### src/rtl/prbs_pkg.sv
// Shared PRBS31 (x^31 + x^28 + 1) definitions: polynomial length, taps,
// generator seed, checker state encoding and the feedback helper used by
// both the generator and the receive-side checker.
package prbs_pkg;

  localparam int PRBS31_LEN   = 31;
  localparam int PRBS31_TAP_A = 30;
  localparam int PRBS31_TAP_B = 27;

  localparam logic [PRBS31_LEN-1:0] PRBS31_SEED = 31'd1;

  typedef enum logic [1:0] {
    ACQUIRE = 2'd0,
    SYNC    = 2'd1,
    LOCKED  = 2'd2
  } chk_state_e;

  // Next PRBS31 bit predicted from a history register whose bit 0 is newest.
  function automatic logic prbs31_fb(input logic [PRBS31_LEN-1:0] sr);
    return sr[PRBS31_TAP_A] ^ sr[PRBS31_TAP_B];
  endfunction

endpackage

### src/rtl/prbs31_lfsr.sv
// 31-bit PRBS31 history register with tap XOR. load_ext_i selects whether
// the shifted-in bit comes from outside (checker acquiring) or from the
// register's own feedback (generator / free-running locked checker).
// rst_n is an asynchronous, active-high reset.
module prbs31_lfsr
  import prbs_pkg::*;
#(
  parameter logic [PRBS31_LEN-1:0] RST_VAL = PRBS31_SEED
) (
  input  logic                  clk,
  input  logic                  rst_n,
  input  logic                  en_i,
  input  logic                  load_ext_i,
  input  logic                  ext_bit_i,
  output logic [PRBS31_LEN-1:0] sr_o,
  output logic                  fb_o
);

  logic [PRBS31_LEN-1:0] sr_q, sr_d;

  assign fb_o = prbs31_fb(sr_q);
  assign sr_o = sr_q;

  // Shift left by one on enable; newest bit lands in bit 0.
  always_comb begin
    sr_d = sr_q;
    if (en_i) sr_d = {sr_q[PRBS31_LEN-2:0], (load_ext_i ? ext_bit_i : fb_o)};
  end

  // History register.
  always_ff @(posedge clk or posedge rst_n) begin
    if (rst_n) sr_q <= RST_VAL;
    else       sr_q <= sr_d;
  end

endmodule

### config.mk
export PLATFORM = sky130hd
export DESIGN_NAME = prbs31_lfsr
export DESIGN_NICKNAME = d
export VERILOG_FILES = /design/src/rtl/prbs_pkg.sv /design/src/rtl/prbs31_lfsr.sv
export SDC_FILE = /design/constraint.sdc
export NUM_CORES = 1
export LEC_CHECK = 0
export ABC_AREA = 0
export CELL_PAD_IN_SITES_DETAIL_PLACEMENT = 1
export CELL_PAD_IN_SITES_GLOBAL_PLACEMENT = 1
export CORE_MARGIN = 2
export CORE_UTILIZATION = 30
export CTS_BUF_LIST = sky130_fd_sc_hd__clkbuf_8
export DETAILED_ROUTE_END_ITERATION = 12
export DONT_BUFFER_PORTS = 1
export MAX_ROUTING_LAYER = met4
export PLACE_DENSITY = 0.52
export SKIP_CTS_REPAIR_TIMING = 1
export SYNTH_ARGS = -nofsm -noshare
export SYNTH_HDL_FRONTEND = slang
export SYNTH_SLANG_ARGS = --single-unit
### constraint.sdc
create_clock -name clk -period 2.5 [get_ports clk]
set_input_delay 0.25 -clock clk [delete_from_list [all_inputs] [get_ports clk]]
set_output_delay 0.25 -clock clk [all_outputs]
set_load 0.05 [all_outputs]
# Word level (Yosys, flattened, before mapping)
# Index checks and enable logic that the tools add are counted.
# totals
output_inout_bits	32
word_cells	3
in_bits	5
reg_bits	31
# op_classes
mux	1
n_bitwise	1
# ops
op	n
$mux 1	1
$xor 1x1->1	1

# Depth between registers and ports, before layout
# Gate-level depths: netlist of the first run.
# logic_depth
word_depth	2
depth_mapped	2
mapped_depth_nobuf	2

# Worst setup path before layout of the first run
# No wires, ideal clock.
# synth_path
path_type	reg2reg
startpoint	register sr_q[27], in the netlist sr_o[27]
endpoint	register sr_q[0], in the netlist sr_o[0]
arrival_time_ps	1720
path_slack_ps	717
setup_ps	63
path_stages_with_launch	3
path_buffers	0
synth_period_minus_slack_ps	1783
cell_sequence	dfrtp_1 xor2_1 a211o_1
# synth_between
elab_chain_cells	2
# synth_rtl
item	line	text
from (decl)	prbs31_lfsr.sv:19	logic [PRBS31_LEN-1:0] sr_q, sr_d;
from (signal assigned)	prbs31_lfsr.sv:33	else sr_q <= sr_d;
$xor 1x1->1	prbs_pkg.sv:20	return sr[PRBS31_TAP_A] ^ sr[PRBS31_TAP_B];
net fb_o	prbs31_lfsr.sv:16	output logic fb_o
$mux 1	prbs31_lfsr.sv:27	if (en_i) sr_d = {sr_q[PRBS31_LEN-2:0], (load_ext_i ? ext_bit_i : fb_o)};
# The timed path passes the listed nets, and every way through them passes these cells.
# A chain may end at the register's enable or synchronous reset.

# Final worst setup path of the first run
# layout_path
startpoint	register sr_q[27], in the netlist sr_o[27]
endpoint	output fb_o
# layout_between
elab_chain_cells	1
# layout_rtl
item	line
$xor 1x1->1	prbs_pkg.sv:20
to (decl)	prbs31_lfsr.sv:16
# No other way between the ends.

==> out/results.txt, run 1 <==
Status - finished clean
Post-DRT Antenna Nets - 0
Final hold slack - 129 ps
Largest net degree at the start of global routing - 34
Die width - 67.0 um
GRT overflow - 0
Wire per inst - 16.2 um
Clock-pin slew on the worst setup and hold paths - 60 ps
Syn avg cell area - 17.0 um^2
Global-route usage over all layers - 0.111
Setup-failing EPs final - 0
Worst-margin pin slew - 550 ps
CP endpoint kind - output port
DIE AREA - 4490 um^2
Antenna cells - 0
Clock Tree Root - clkbuf_8
Worst min-delay path class - in -> reg
Total core area - 3740 um^2
Vias/cell - 4.82
Vias - 607
Clock Skew - 2.54 ps
Area Growth Syn to Fin - 12.7%
Setup_tns - 0 ps
Max Cap Viol - 0
Nets - 82
Row count - 22
Crit Path Class - reg -> out
Period Utilization, post-route - 0.655
Crit path time final - 1640 ps
Number of library cell types mapped by synthesis - 9
Seq cells post-synth - 31
CTS tree - done
Fraction of layout cells with a size suffix above 1 - 0.526
Fin. Hold Viols - 0
Achievable Freq - 610 MHz
Mapped Cells - 70
Max reg flops - 31
Syn_nets - 75
Pre-antenna DRT Iters - 2
Boundary pin count - 37
Synthesized area - 1190 um^2
Vias in the first global route - 664
Drt drc - 0
Detailed placement HPWL - 1360 um
WP data required - 2250 ps
Crit-path max FO - 4
Worst slew margin - 0.633
Post-synthesis sequential area ratio - 0.653
Final wirelength - 2040 um
Initial antenna violation count - 0
RSZ-0062 raised after global routing - no
Initial DRC count - 12
RD Place Congestion - 0.635
Max-slew violations - 0
Yosys warns - 0
Die Ht - 67.0 um
Data arrival, critical path - 1390 ps
Clock buffer depth - 2
Clk_lat worst skew - 270 ps
Sink Count - 31
Number of clock buffers inserted by TritonCTS - 5
I/O Buffers - 0
First-pass GRT wire length - 3430 um
Starting density of the core - 0.318
Startpoint Class - flop
CTS HTree Levels - 2
-- cell type report --
| cell class | count | area, um^2 |
|---|---|---|
| repair buffers | 3 | 25.0 |
| fillers | 409 | 2400 |
| clock buffers | 7 | 96.3 |
| well taps | 48 | 60.1 |
| clock inverters | 1 | 3.75 |
| multi-input cells | 35 | 375 |
| flip-flops and latches | 31 | 777 |
| inverters | 1 | 3.75 |
-- final timing paths --
path,startpoint,to,slack [ps],depth (start not counted)
setup reg to reg,sr_o[27],sr_o[0],1110,3
setup / recovery,sr_o[27],fb_o,860,2
max in group asynchronous,rst_n,sr_o[0],1680,3
min in group asynchronous,rst_n,sr_o[15],500,3
hold reg to reg,sr_o[0],sr_o[1],790,1
hold / removal,en_i,sr_o[22],130,1
-- metal layers --
layer  vias to the layer above  track usage  wire length (um)
li1                        256            -                 -
met1                       322        0.118               815
met2                        24        0.156               985
met3                         5       0.0760               208
met4                         0       0.0536                29
met5                         -            -                 0
-- synthesized netlist by cell type (all sizes together) --
cell type  count  area share
xor2           1      0.0074
and3           1      0.0063
mux2          30        0.28
buf            3       0.028
inv            1      0.0032
dfstp          1       0.022
a211o          1      0.0074
dfrtp         30        0.63
nor2b          2       0.011
-- stage by stage --
stage | util | instance area, um^2 | setup WS [ps] | instances
floorplan | - | 1190 | 717 | 70
global placement | 0.329 | 1230 | 1130 | 117
detailed placement | 0.329 | 1230 | 1110 | 117
CTS | 0.356 | 1330 | 847 | 125
global route | 0.358 | 1340 | 787 | 126
finish | 0.358 | 1340 | 861 | 126
-- critical path, cell delays in order, from the launching register on --
cell	delay [ps]
dfrtp_1	690
xor2_1	200
buf_4	230
-- placed cells by master (no fill, tap or decap) --
cell type      netlist  layout
nor2b_1              2       2
inv_1                1       2
clkbuf_8             0       7
mux2_2              30      30
xor2_1               1       1
dlygate4sd3_1        0       1
buf_4                0       2
a211o_1              1       1
dfrtp_1             30      30
dfstp_2              1       1
and3_2               1       1
-- cells by family after synthesis --
group                     after synthesis  synth area share
DFF                                    31             0.653
muxes                                  30             0.284
buffers and inverters                   4            0.0315
and+or+nand+nor                         3            0.0168
AOI/OAI and AO/OA                       1           0.00736
xor gates and xnor gates                1           0.00736
Power of run 1 is not shown: default switching activity piles up to over one toggle a cycle in this logic, so the estimate is an artifact.
==> run 2: changes to the inputs <==
--- a/config.mk
+++ b/config.mk
@@ -14,7 +14,7 @@
 export DETAILED_ROUTE_END_ITERATION = 12
 export DONT_BUFFER_PORTS = 1
 export MAX_ROUTING_LAYER = met4
-export PLACE_DENSITY = 0.52
+export PLACE_DENSITY = 0.54
 export SKIP_CTS_REPAIR_TIMING = 1
 export SYNTH_ARGS = -nofsm -noshare
 export SYNTH_HDL_FRONTEND = slang
==> constraint.sdc (replaced) <==
create_clock -name clk -period 1.4 [get_ports clk]
set_input_delay 0.14 -clock clk [delete_from_list [all_inputs] [get_ports clk]]
set_output_delay 0.14 -clock clk [all_outputs]
set_load 0.05 [all_outputs]
==> out/results.txt, run 2 (synthesis gave the netlist of run 1 again) <==
Register Area - 777 um^2 (unchanged)
Pre-CTS WS - 338 ps (-773 ps)
Final wirelength - 2280 um (+12%)
Pwr Total - 4.12 mW
Clock buffer depth - 2 (unchanged)
I/O Buffers - 0 (unchanged)
R2R Path End - sr_o[28]
Hold Crit Endpoint - sr_o[26]
Placed cells - 148 (+26%)
Area of the multi-input gates - 394 um^2 (+5.0%)
Crit Path Class - reg -> out
Clock Skew - 3.60 ps (+1.06 ps)
Clock Tree Root - clkbuf_8
DR WL met3 - 104 um (-50%)
Vias in the first global route - 753 (+13%)
CTS tree - done
Vias/cell - 4.51 (-6.3%)
CTS HTree Levels - 2 (unchanged)
R2r setup slk - 330 ps (-780 ps)
Area Growth Syn to Fin - 33.9%
Status - finished clean
RD Place Congestion - 0.653 (+2.9%)
Die Ht - 67.0 um (unchanged)
FILL cells - 399 (-2.4%)
Pwr dens - 2580 nW/um^2
Initial antenna violation count - 0 (unchanged)
Nets - 113 (+38%)
Sink Count - 31 (unchanged)
Max IR drop VDD - 1.07 mV
WP data required - 1260 ps (-990 ps)
GRT overflow - 0 (unchanged)
Startpoint Class - flop
Wire per inst - 14.6 um (-9.7%)
DIE AREA - 4490 um^2 (unchanged)
M1 WL - 828 um (+1.6%)
Boundary pin count - 37 (unchanged)
Crit path time final - 1270 ps
Fin. Hold Viols - 0 (unchanged)
Die width - 67.0 um (unchanged)
Max-slew violations - 0 (unchanged)
Total core area - 3740 um^2 (unchanged)
Max Cap Viol - 0 (unchanged)
R2r worst-path depth - 2 (-1)
Worst min-delay path class - in -> reg
Most frequent cells in the layout - buf_4 (32), mux2_2 (30), dfrtp_1 (30), clkbuf_8 (6), nor2b_1 (2)
Worst-margin pin slew - 390 ps (-160 ps)
Crit-path max FO - 2 (-2)
LEAKAGE - 0.822 nW
Max reg flops - 31 (unchanged)
Data arrival, critical path - 1130 ps (-260 ps)
Drt drc - 0 (unchanged)
Met2 wire length - 1310 um (+33%)
Achievable Freq - 790 MHz
Post-route insts no fill - 156 (+24%)
Initial DRC count - 2 (-10)
Pre-antenna DRT Iters - 4 (+2)
First-pass GRT wire length - 3770 um (+9.9%)
Global-route usage over all layers - 0.120 (+0.00969)
Period Utilization, post-route - 0.904
Vias - 704 (+16%)
Worst hold path depth - 1 (unchanged)
Setup_tns - 0 ps (unchanged)
Largest net degree at the start of global routing - 34 (unchanged)
Final hold slack - 33.7 ps (-95.3 ps)
Worst r2r src - sr_o[27]
Detailed placement HPWL - 1560 um (+15%)
Clock-pin slew on the worst setup and hold paths - 60 ps (about the same)
Starting density of the core - 0.318 (unchanged)
Worst slew margin - 0.740 (+0.107)
Antenna cells - 0 (unchanged)
Fraction of layout cells with a size suffix above 1 - 0.676 (+0.150)
Hold_sp - en_i
Setup-failing EPs final - 0 (unchanged)
Most common cell after layout, fill and taps aside - buf_4
RSZ-0062 raised after global routing - no
Number of clock buffers inserted by TritonCTS - 5 (unchanged)
Post-DRT Antenna Nets - 0 (unchanged)
Row count - 22 (unchanged)
Critical path startpoint - sr_o[27]
Clk_lat worst skew - 270 ps (about the same)
Final worst slack - 134 ps (-727 ps)
Highest Signal Layer - met4
CP endpoint kind - output port
## run 2: worst max-delay path by stage
| stage | cells past startpoint | end |
|---|---|---|
| detailed placement | 2 | sr_o[28] |
| floorplan | 2 | sr_o[0] |
| global placement | 2 | sr_o[28] |
| CTS | 2 | fb_o |
| global route | 2 | fb_o |
| finish | 2 | fb_o |
## run 2: critical path, cell delays in order (launching register included)
cell	delay [ps]
dfrtp_1	450
xor2_4	240
buf_12	160
## run 2: final cells by class
| type | instances | share of cell area |
|---|---|---|
| tap | 48 | 0.0377 |
| timing repair buffer | 34 | 0.170 |
| sequential | 31 | 0.488 |
| clock buffer | 6 | 0.0518 |
| multi-input combinational | 35 | 0.247 |
| inverter | 1 | 0.00236 |
| clock inverter | 1 | 0.00314 |
## run 2: per-stage QoR
stage          instance area [um^2]   util
2_1_floorplan                  1210      -
3_3_place_gp                   1500  0.399
3_5_place_dp                   1500  0.399
4_1_cts                        1580  0.423
5_1_grt                        1590  0.425
6_report                       1590  0.425
## run 2: power by group
part           leakage, nW  switching [mW]  internal, mW
Clock               0.0470           0.297         0.385
Sequential           0.409           0.237          1.20
Combinational        0.366            1.34         0.661
Total                0.822            1.87          2.25
## run 2: per-layer routing
layer,vias up,global-route usage
li1,319,-
met1,363,0.129
met2,18,0.203
met3,4,0.0405
met4,0,0.0536
met5,-,-
No activity file was read; power rests on OpenSTA's default activity.
==> run 3: changes to the inputs <==
--- a/config.mk
+++ b/config.mk
@@ -7,14 +7,14 @@
 export LEC_CHECK = 0
 export ABC_AREA = 0
 export CELL_PAD_IN_SITES_DETAIL_PLACEMENT = 1
-export CELL_PAD_IN_SITES_GLOBAL_PLACEMENT = 1
+export CELL_PAD_IN_SITES_GLOBAL_PLACEMENT = 2
 export CORE_MARGIN = 2
 export CORE_UTILIZATION = 30
 export CTS_BUF_LIST = sky130_fd_sc_hd__clkbuf_8
 export DETAILED_ROUTE_END_ITERATION = 12
 export DONT_BUFFER_PORTS = 1
 export MAX_ROUTING_LAYER = met4
-export PLACE_DENSITY = 0.54
+export PLACE_DENSITY = 0.59
 export SKIP_CTS_REPAIR_TIMING = 1
 export SYNTH_ARGS = -nofsm -noshare
 export SYNTH_HDL_FRONTEND = slang
==> constraint.sdc (replaced) <==
create_clock -name clk -period 1.2 [get_ports clk]
set_input_delay 0.12 -clock clk [delete_from_list [all_inputs] [get_ports clk]]
set_output_delay 0.12 -clock clk [all_outputs]
set_load 0.05 [all_outputs]
==> out/results.txt, run 3 (synthesis gave the netlist of run 1 again) <==
Post-route design area - 1610 um^2 (+0.94%)
Vias/cell - 4.48 (-0.77%)
GRT overflow - 0 (unchanged)
Crit path time final - 1200 ps
Max-slew violations - 0 (unchanged)
Antenna cells - 0 (unchanged)
Die width - 67.0 um (unchanged)
Drt drc - 0 (unchanged)
Clk pwr share - 0.156 (-0.010)
Fraction of layout cells with a size suffix above 1 - 0.685 (+0.00876)
Clock-pin slew on the worst setup and hold paths - 60 ps (about the same)
Global-route usage over all layers - 0.111 (-0.00965)
Max reg flops - 31 (unchanged)
Worst-margin pin slew - 378 ps (-11.3 ps)
Hold_sp - en_i
Pre-CTS WS - 204 ps (-134 ps)
Worst min-delay path class - in -> reg
Combinational share of power - 0.493 (+0.008)
Area of the multi-input gates - 394 um^2 (unchanged)
Sw Pwr - 2.16 mW (+16%)
Setup-failing EPs final - 0 (unchanged)
Vias - 712 (+1.1%)
First-pass GRT wire length - 3530 um (-6.2%)
Max IR drop VDD - 1.43 mV (+34%)
CP endpoint kind - output port
Period Utilization, post-route - 0.998
Highest Signal Layer - met4
Final worst slack - 2.74 ps (-132 ps)
Final wirelength - 2200 um (-3.6%)
Row count - 22 (unchanged)
Met2 wire length - 1050 um (-20%)
M1 WL - 949 um (+15%)
Total core area - 3740 um^2 (unchanged)
Status - finished clean
Buffers & Inverters on Critical Path - 1 (unchanged)
Clock Tree Root - clkbuf_8
Worst slew margin - 0.748 (+0.00755)
Initial DRC count - 21 (+19)
CP delay by family, top - flip-flops
Placed Area - 1500 um^2 (+0.17%)
Largest net degree at the start of global routing - 34 (unchanged)
Clk_lat worst skew - 270 ps (about the same)
CTS tree - done
Detailed placement HPWL - 1490 um (-4.5%)
Register Area - 779 um^2 (+0.32%)
Vias in the first global route - 750 (-0.40%)
Max incr delay on CP - 440 ps (about the same)
Most frequent cells in the layout - buf_4 (33), mux2_2 (30), dfrtp_1 (28), clkbuf_8 (5), inv_1 (3)
Die Ht - 67.0 um (unchanged)
DIE AREA - 4490 um^2 (unchanged)
Area Growth Syn to Fin - 35.1%
Fin. Hold Viols - 0 (unchanged)
Crit Path Class - reg -> out
Design internal power - 2.58 mW (+15%)
LEAKAGE - 0.834 nW (+1.4%)
Critical path cell sequence - xor2_4 -> buf_12
FILL cells - 412 (+3.3%)
RD Place Congestion - 0.637 (-2.4%)
CTS HTree Levels - 2 (unchanged)
Net Sw Frac - 0.456 (+0.00177)
Wire per inst - 13.8 um (-5.4%)
Post-DRT Antenna Nets - 0 (unchanged)
Flop pwr share - 0.351 (+0.002)
Post-route insts no fill - 159 (+1.9%)
Startpoint Class - flop
Worst r2r src - sr_o[30]
WP data required - 1080 ps (-180 ps)
Starting density of the core - 0.318 (unchanged)
Sink Count - 31 (unchanged)
Final Util - 0.429 (+0.00401)
Max Cap Viol - 0 (unchanged)
Nets - 115 (+1.8%)
Achievable Freq - 835 MHz
I/O Buffers - 0 (unchanged)
Pre-antenna DRT Iters - 3 (-1)
Boundary pin count - 37 (unchanged)
Placed cells - 148 (unchanged)
Number of clock buffers inserted by TritonCTS - 5 (unchanged)
Crit-path max FO - 2 (unchanged)
DR WL met3 - 165 um (+59%)
Pwr dens - 2950 nW/um^2 (+14%)
Most common cell after layout, fill and taps aside - buf_4
Clock Skew - 7.12 ps (+3.53 ps)
Initial antenna violation count - 0 (unchanged)
Data arrival, critical path - 1080 ps (-50 ps)
Critical path startpoint - sr_o[30]
Critical Path Slowest Stage Cell - dfrtp_2
Clock buffer depth - 2 (unchanged)
RSZ-0062 raised after global routing - yes
-- run 3: worst paths after layout --
| check | endpoint | slack, ps | cells past startpoint |
|---|---|---|---|
| hold / removal | sr_o[7] | 2 | 1 |
| hold reg to reg | sr_o[6] | 530 | 1 |
| min in group asynchronous | sr_o[9] | 390 | 3 |
| setup reg to reg | sr_o[0] | 230 | 2 |
| max in group asynchronous | sr_o[0] | 490 | 3 |
| setup / recovery | fb_o | 3 | 2 |
-- run 3: power groups by stage --
stage / registers (mW) / logic, mW / clock network [mW]
finish: 1.67 / 2.34 / 0.738
global route: 1.73 / 2.43 / 0.818
CTS: 1.69 / 2.34 / 0.772
detailed placement: 1.70 / 2.33 / 0
global placement: 1.68 / 2.31 / 0
floorplan: 2.87 / 0.426 / 0
-- run 3: routing by layer --
| metal | vias up | track usage |
|---|---|---|
| li1 | 323 | - |
| met1 | 360 | 0.132 |
| met2 | 25 | 0.164 |
| met3 | 4 | 0.0389 |
| met4 | 0 | 0.0612 |
| met5 | - | - |
-- run 3: worst reg2reg max path: cells and delay by family, from the launching register on --
family         cells  cell delay, ps
AO/OA/AOI/OAI      1             260
XOR/XNOR           1             200
flip-flops         1             440
-- run 3: area by class of cell --
cell class	count	area share
timing repair buffer	36	0.180
clock buffer	5	0.0428
clock inverter	3	0.00778
sequential	31	0.485
inverter	1	0.00233
multi-input combinational	35	0.245
tap	48	0.0374
-- run 3: per-stage QoR --
stage                     hold slack, ps  power [mW]  setup TNS [ps]
after floorplan                      223        3.30               0
after global placement               109        3.99               0
after detailed placement             118        4.03               0
after CTS                           -182        4.79           -49.3
after global routing               -9.61        4.98           -36.1
final                               1.72        4.74               0
